<file path="config.mk">
export PLATFORM = sky130hd
export DESIGN_NAME = ks0108_sequencer
export DESIGN_NICKNAME = d
export VERILOG_FILES = /design/src/rtl/ks0108_sequencer.sv
export SDC_FILE = /design/constraint.sdc
export NUM_CORES = 1
export LEC_CHECK = 0
export CAP_MARGIN = 5
export CORE_MARGIN = 4
export CORE_UTILIZATION = 38
export CTS_CLUSTER_DIAMETER = 30
export DETAILED_ROUTE_END_ITERATION = 12
export GPL_ROUTABILITY_DRIVEN = 1
export SYNTH_ARGS = -nofsm -noshare
export SYNTH_HDL_FRONTEND = slang
export SYNTH_SLANG_ARGS = --single-unit
</file>
<file path="constraint.sdc">
create_clock -name clk -period 3.9 [get_ports clk]
set_clock_uncertainty 0.15 [all_clocks]
set_input_delay 0.78 -clock clk [delete_from_list [all_inputs] [get_ports clk]]
set_output_delay 0.78 -clock clk [all_outputs]
set_load 0.03 [all_outputs]
</file>
<file path="src/rtl/ks0108_sequencer.sv">
// KS0108 panel bus sequencer: queues {data, dc, cs} bytes in a small FIFO and
// replays each one as a setup / E-strobe / hold cycle on the registered panel bus.
module ks0108_sequencer #(
    parameter int unsigned SETUP_CYCLES = 4,
    parameter int unsigned PULSE_CYCLES = 13,
    parameter int unsigned HOLD_CYCLES  = 14,
    parameter int unsigned FIFO_BITS    = 2
) (
    input  logic       clk,
    input  logic       reset,
    input  logic       wr,
    input  logic [7:0] data_in,
    input  logic       dc_in,
    input  logic [1:0] cs_in,
    output logic       full,
    output logic       busy,
    output logic       overflow,
    input  logic       overflow_clear,
    output logic       done,
    output logic [7:0] ks_data,
    output logic       ks_dc,
    output logic       ks_cs1,
    output logic       ks_cs2,
    output logic       ks_e
);

    localparam int unsigned DEPTH = 1 << FIFO_BITS;
    localparam logic [FIFO_BITS:0] DEPTH_C   = (FIFO_BITS + 1)'(DEPTH);
    localparam logic [4:0]         SETUP_LD  = 5'(SETUP_CYCLES - 1);
    localparam logic [4:0]         PULSE_LD  = 5'(PULSE_CYCLES - 1);
    localparam logic [4:0]         HOLD_LD   = 5'(HOLD_CYCLES - 1);

    typedef enum logic [1:0] {
        S_IDLE,
        S_SETUP,
        S_STROBE,
        S_HOLD
    } state_t;

    logic [10:0]          r_mem [DEPTH];
    logic [FIFO_BITS-1:0] r_wptr;
    logic [FIFO_BITS-1:0] r_rptr;
    logic [FIFO_BITS:0]   r_count;
    state_t               r_state;
    logic [4:0]           r_cnt;
    logic                 r_overflow;
    logic                 r_done;
    logic [7:0]           r_data;
    logic                 r_dc;
    logic                 r_cs1;
    logic                 r_cs2;
    logic                 r_e;

    logic                 w_full;
    logic                 w_empty;
    logic                 w_push;
    logic                 w_pop;
    logic [10:0]          w_head;

    assign w_full  = (r_count == DEPTH_C);
    assign w_empty = (r_count == '0);
    assign w_push  = wr & ~w_full;
    // Pops happen from IDLE or on the final HOLD cycle, always on the pre-edge count.
    assign w_pop   = ~w_empty & ((r_state == S_IDLE) | ((r_state == S_HOLD) & (r_cnt == '0)));
    assign w_head  = r_mem[r_rptr];

    always_ff @(posedge clk) begin
        if (w_push) begin
            r_mem[r_wptr] <= {data_in, dc_in, cs_in};
        end
    end

    always_ff @(posedge clk) begin
        if (reset) begin
            r_wptr     <= '0;
            r_rptr     <= '0;
            r_count    <= '0;
            r_overflow <= 1'b0;
        end else begin
            if (w_push) begin
                r_wptr <= r_wptr + 1'b1;
            end
            if (w_pop) begin
                r_rptr <= r_rptr + 1'b1;
            end
            case ({w_push, w_pop})
                2'b10:   r_count <= r_count + 1'b1;
                2'b01:   r_count <= r_count - 1'b1;
                default: r_count <= r_count;
            endcase
            if (overflow_clear) begin
                r_overflow <= 1'b0;
            end else if (wr & w_full) begin
                r_overflow <= 1'b1;
            end
        end
    end

    always_ff @(posedge clk) begin
        if (reset) begin
            r_state <= S_IDLE;
            r_cnt   <= '0;
            r_done  <= 1'b0;
            r_e     <= 1'b0;
            r_data  <= '0;
            r_dc    <= 1'b0;
            r_cs1   <= 1'b1;
            r_cs2   <= 1'b1;
        end else begin
            r_done <= 1'b0;
            case (r_state)
                S_IDLE: begin
                    if (w_pop) begin
                        {r_data, r_dc, r_cs1, r_cs2} <= w_head;
                        r_cnt   <= SETUP_LD;
                        r_state <= S_SETUP;
                    end
                end
                S_SETUP: begin
                    if (r_cnt == '0) begin
                        r_e     <= 1'b1;
                        r_cnt   <= PULSE_LD;
                        r_state <= S_STROBE;
                    end else begin
                        r_cnt <= r_cnt - 1'b1;
                    end
                end
                S_STROBE: begin
                    if (r_cnt == '0) begin
                        r_e     <= 1'b0;
                        r_cnt   <= HOLD_LD;
                        r_state <= S_HOLD;
                    end else begin
                        r_cnt <= r_cnt - 1'b1;
                    end
                end
                S_HOLD: begin
                    if (r_cnt == '0) begin
                        r_done <= 1'b1;
                        if (w_pop) begin
                            {r_data, r_dc, r_cs1, r_cs2} <= w_head;
                            r_cnt   <= SETUP_LD;
                            r_state <= S_SETUP;
                        end else begin
                            r_state <= S_IDLE;
                        end
                    end else begin
                        r_cnt <= r_cnt - 1'b1;
                    end
                end
                default: r_state <= S_IDLE;
            endcase
        end
    end

    assign full     = w_full;
    assign busy     = ~w_empty | (r_state != S_IDLE);
    assign overflow = r_overflow;
    assign done     = r_done;
    assign ks_data  = r_data;
    assign ks_dc    = r_dc;
    assign ks_cs1   = r_cs1;
    assign ks_cs2   = r_cs2;
    assign ks_e     = r_e;

endmodule

</file>
; Yosys cells after proc, flatten, opt, wreduce, memory -nomap -nowiden
; Memory sizes are Yosys's and may differ from the RTL's. A register that Yosys moved wholly into a read port is not among the register bits.
; Index checks and enable logic that the tools add are counted.
[word_totals]
latch_bits = 0
output_inout_bits = 16
romBits = 0
input_bits = 15
mem_count = 1
wordCells = 81
mem_bits_rw = 44
ff_bits = 28
[op_classes]
n_lt_le_gt_ge = 0
n_shift = 0
add_sub_neg = 5
n_mux = 32
n_eq_ne = 10
n_div = 0
n_mul = 0
n_bitwise = 9
reduce_logical = 12
[mem_list]
columns = memory, words, word_bits, rd, rd_ports_with_merged_regs, wr, line
row1 = r_mem, 4, 11, 1, 1, 1, 40  ; logic [10:0] r_mem [DEPTH];
[op_table]
columns = operator, count
row1 = two-way mux 5 bit, 4
row2 = one-hot mux 5 bit (4 select lines), 1
row3 = two-way mux 8 bit, 2
row4 = one-hot mux 8 bit (2 select lines), 1
row5 = two-way mux 1 bit, 12
row6 = two-way mux 2 bit, 6
row7 = one-hot mux 1 bit (2 select lines), 4
row8 = one-hot mux 2 bit (4 select lines), 1
row9 = nonzero test 2 bit, 4
row10 = "equality test 2 bit, second input constant", 3
row11 = "!= test 2 bit, second input constant", 3
row12 = one-hot mux 3 bit (2 select lines), 1
row13 = logical NOT 5 bit, 1
row14 = "subtractor 5 x 1 -> 5 bit, second input constant", 1
row15 = "adder 2 x 1 -> 2 bit, second input constant", 2
row16 = bitwise AND 1 bit, 4
row17 = "equality test 2 x 1 -> 1 bit, second input constant", 2
row18 = AND reduction 4 bit, 1
row19 = OR reduction 2 bit, 2
row20 = "adder 3 x 1 -> 3 bit, second input constant", 1
row21 = "equality test 3 bit, second input constant", 1
row22 = logical NOT 3 bit, 1
row23 = inverter 1 bit, 3
row24 = AND reduction 3 bit, 1
row25 = 5 further kinds, 6

; Logic depth before layout (Yosys ltp)
[depth]
depth_word = 7
depth_mapped = 11
depth_no_buf = 11

; Least setup slack after synthesis
; Ideal clock, no wire load.
[synth_path]
path_type = register -> register
startpoint = register r_count[2]
endpoint = register r_count[2]
synth_period_minus_slack_ns = 2.934
path_slack_ns = 0.966
path_stages_with_launch = 11
setup_time_ns = 0.071
required_time_ns = 3.679
path_buffers = 1
arrival_ns = 2.714
path_cell_list = dfxtp_1 > nor3b_1 > nor2b_1 > clkbuf_1 > inv_1 > ha_1 > inv_1 > fa_1 > xor2_1 > or3_1 > a21oi_1
[synth_via]
elab_chain_cells = 5
word_cells_on_any_way = 12
classes_between = add/sub: 2 / eq/ne: 3 / mux: 1 / bitwise: 4 / reduce/logical: 2
[synth_rtl]
columns = item, line
row1 = from (decl), 43  ; logic [FIFO_BITS:0] r_count;
row2 = from (signal assigned), 87  ; 2'b10: r_count <= r_count + 1'b1;
row3 = from (signal assigned), 88  ; 2'b01: r_count <= r_count - 1'b1;
row4 = from (signal assigned), 89  ; default: r_count <= r_count;
row5 = equality test 3 bit (*), 60  ; assign w_full = (r_count == DEPTH_C);
row6 = net full, 15  ; output logic full,
row7 = inverter 1 bit (*), 62  ; assign w_push = wr & ~w_full;
row8 = bitwise AND 1 bit (*), 62
row9 = equality test 2 x 1 -> 1 bit or equality test 2 bit (tied branches), 86  ; case ({w_push, w_pop})
row10 = one-hot mux 3 bit (2 select lines) or nonzero test 2 bit (tied branches), n/a
; The timed path passes the listed nets; every way through them passes the cells marked *.
; A chain may end at the register's enable or synchronous reset.

; Final worst setup path
[layout_path]
startpoint = register r_state[0]
endpoint = register r_count[2]
[layout_via]
elab_chain_cells = 6
word_cells_on_any_way = 9
classes_between = eq/ne: 3 / mux: 1 / bitwise: 3 / reduce/logical: 2
[layout_rtl]
columns = item, line
row1 = from (decl), 44  ; state_t r_state;
row2 = from (signal assigned), 101  ; r_state <= S_IDLE;
row3 = from (signal assigned), 116  ; r_state <= S_SETUP;
row4 = from (signal assigned), 123  ; r_state <= S_STROBE;
row5 = equality test 2 bit, 64  ; assign w_pop = ~w_empty & ((r_state == S_IDLE) | ((r_state == S_HOLD) & (r_cnt == '0)));
row6 = bitwise AND 1 bit, 64
row7 = bitwise OR 1 bit (*), 64
row8 = bitwise AND 1 bit (*), 64
row9 = net w_pop, 57  ; logic w_pop;
row10 = equality test 2 x 1 -> 1 bit or equality test 2 bit (tied branches), 86
row11 = one-hot mux 3 bit (2 select lines) or nonzero test 2 bit (tied branches), n/a
; Marks and branches as above.

==> metrics.csv <==
stage,metric,value,unit
critical_path,WP data arrival,3010,ps
timing,Hold Fails Final Rpt,0,
synthesis,largest area contributor in the synthesized netlist,edfxtp_1,
global_routing,GRT overflow,0,
global_routing,GRT Resource Usage Total,12.3,%
timing,setup violators final,0,
timing,RSZ-0062 raised after global routing,no,
drt,drt pass-1 iters,4,
critical_path,critical path's slowest cell,ha_1,
power_and_ir_drop,worst vdd ir,0.207,mV
drt,Routed Antenna Nets,0,
timing,crit path time final,2890,ps
drt,WL final,5500,um
timing,Slew @ Worst Pin,1050,ps
synthesis,number of synthesized flops with an enable pin,44,
synthesis,YS warnings,0,
placement,detailed placer's ending HPWL,3740,um
placement,Setup WS pre-CTS,921,ps
hold_path,worst hold path depth,2,
global_routing,vias in the first global route,1845,
die,I/O pin count,31,
synthesis,Most used DFF post-synth,edfxtp_1,
die,die width,97.8,um
cts,Num CTS Buffers,9,
synthesis,most instantiated cells after synthesis,"44 x edfxtp_1, 30 x dfxtp_1, 26 x nand2_1",
cts,H-tree levels,3,
synthesis,Post-Synthesis Cells,229,
drt,routed length per instance,14.9,um
critical_path,Critical Path Start,r_state[0]$_SDFFE_PP0P_,
die,Die Y,97.8,um
critical_path,worst endpoint required time,4010,ps
cts,Clk Tree Root Cell,clkbuf_8,
cts,"Hold-fix buffers, CTS",0,
flow_run,max-cap viol count,0,
cts,clock sinks,74,
global_routing,antenna violations before repair,0,
synthesis,syn nets,256,
die,Die Footprint,0.00956,mm^2
critical_path,Critical Path Stages,11,
cts,CTS tree,yes,
die,FP Rows,32,
drt,routed vias/inst,4.91,
critical_path,worst-case reg-to-reg path depth,11,
timing,Max Slew Vio Count,0,
timing,highest clock rate,346,MHz
critical_path,maximum fanout along the worst path,8,
global_routing,largest net degree at the start of global routing,31,
cts,post-CTS setup buffer count,0,
finish,Final nets,289,
power_and_ir_drop,pwr/cell area,718,mW/mm^2
critical_path,crit end category,register,
cts,clock latency on the worst-skew pair,350,ps
critical_path,Worst path max stage delay,380,ps
global_routing,first-pass GRT wire length,9180,um
timing,fin worst setup slack,1010,ps
power_and_ir_drop,leakage,1.30,nW
timing,setup TNS,0,ps
synthesis,top-count cell post-synth,edfxtp_1,
critical_path,worst reg2reg startpoint,r_state[0]$_SDFFE_PP0P_,
die,core area,0.00777,mm^2
synthesis,Seq cells post-synth,74,
cts,post-CTS sizing,0,
critical_path,critical path's top delay family,adder cells,
synthesis,post-synth cell types,38,
finish,final cell utilization of the core,47.1,%
critical_path,CP most frequent cell,inv_1,
critical_path,Buf/Inv on CP,3,
hold_path,min-delay src,ks_data[1]$_SDFFE_PP0P_,
critical_path,"Cell Chain, Critical Path","inv_1, ha_1, o32a_1, o21ai_0, inv_1, ha_1, inv_1, fa_1, xor2_1, or3_1, a21oi_1",
drt,Starting DRT DRC Count,68,
die,effective utilization at floorplan,39.4,%
cts,"Clk pin slew, worst setup/hold paths",90,ps
finish,antenna diode count,0,
cts,worst-case clock buffer depth,2,
critical_path,WS Path Type,reg -> reg,
finish,layout cell share with drive strength beyond 1,12.7,%
drt,drt drc,0,
placement,port buffer count,30,
drt,total number of vias,1812,
synthesis,average footprint of a synthesized cell,13.4,um^2
timing,Slew headroom,29.6,%
synthesis,Post-synth ARST share,0,%
synthesis,register area share after synthesis,62.7,%
hold_path,HP Class,reg -> reg,
synthesis,top cell type's share of synthesized area,43.1,%
synthesis,top post-synthesis cells by area,"edfxtp_1 43%, dfxtp_1 20%, mux4_2 8.1%, ha_1 4.5%, nand2_1 3.2%",
timing,Tcrit/Tclk final,74.2,%
finish,area growth from synthesis to final layout,19.4,%
critical_path,Startpoint Class,register,
synthesis,Netlist Area Pre-Place,0.00306,mm^2
placement,Final GP Congestion,0.732,
outcome,status,"complete, no violations",
area by class of cell:
| class | count | area (um^2) |
|---|---|---|
| clock buffer | 9 | 124 |
| inverter | 12 | 45.0 |
| timing repair buffer | 32 | 315 |
| tap | 102 | 128 |
| fill | 693 | 4110 |
| sequential | 74 | 1920 |
| clock inverter | 7 | 76.3 |
| multi-input combinational | 133 | 1050 |
worst paths after layout:
kind                                           endpoint  slack [ps]
worst max-delay path            r_count[2]$_SDFFE_PP0P_        1010
worst min-delay path            ks_data[1]$_SDFFE_PP0P_         310
worst max register to register  r_count[2]$_SDFFE_PP0P_        1010
worst min register to register  ks_data[1]$_SDFFE_PP0P_         310
flip-flops by register name, summed over array words and instances (netlist names), named ones only:
signal / flops
r_wptr: 2
r_count: 3
ks_cs1: 1
ks_cs2: 1
r_mem: 44
r_state: 2
ks_data: 8
ks_e: 1
done: 1
r_cnt: 5
overflow: 1
ks_dc: 1
r_rptr: 2
metal layers:
metal | up-vias | part of all wire [%] | global-route usage (%)
met5 | - | 0 | 0
met4 | 0 | 2.1 | 6.39
met3 | 11 | 3.5 | 2.64
met2 | 35 | 47 | 19.3
met1 | 874 | 47 | 16.1
li1 | 892 | - | -
per-stage QoR:
step	cell area, um^2	std cells	power (W)	hold slack, ps
floorplan	3060	229	0.00177	289
global placement	3460	353	0.00205	299
detailed placement	3460	353	0.00206	299
CTS	3660	369	0.00266	311
global route	3660	369	0.00280	336
finish	3660	369	0.00263	305
report_power, final:
group	switching, W	total [W]	internal [W]
logic	0.000528	0.000944	0.000416
clock network	0.000296	0.000595	0.000300
registers	0.000107	0.00109	0.000980
cells by family after synthesis:
family                   after synthesis  synth area share [%]
adder cells (fa/ha/maj)               12                  5.14
AO/OA/AOI/OAI                         38                  8.33
AND/OR/NAND/NOR                       62                  9.68
flip-flops                            74                  62.7
buffers and inverters                 22                  3.06
XOR/XNOR                               7                  2.00
multiplexers                          14                  9.07
tightest hold or removal path, cell delays in order (launching register included):
cell	delay (ps)
dfxtp_1	310
nand2_1	50
a21oi_1	50
layout by cell type (no fill, tap or decap), types with 3 or more instances in the layout:
cell type        count
mux4_2              11
inv_1               12
a211oi_1             3
mux2i_1              3
nor3_1               5
nand2_1             26
and2_1               4
a21oi_1             18
ha_1                11
or3_1                3
o21ai_0              6
xor2_1               6
dfxtp_1             30
clkdlybuf4s50_1     30
nor2_1              14
edfxtp_1            44
clkbuf_8             9
No activity file was read; power rests on OpenSTA's default activity.
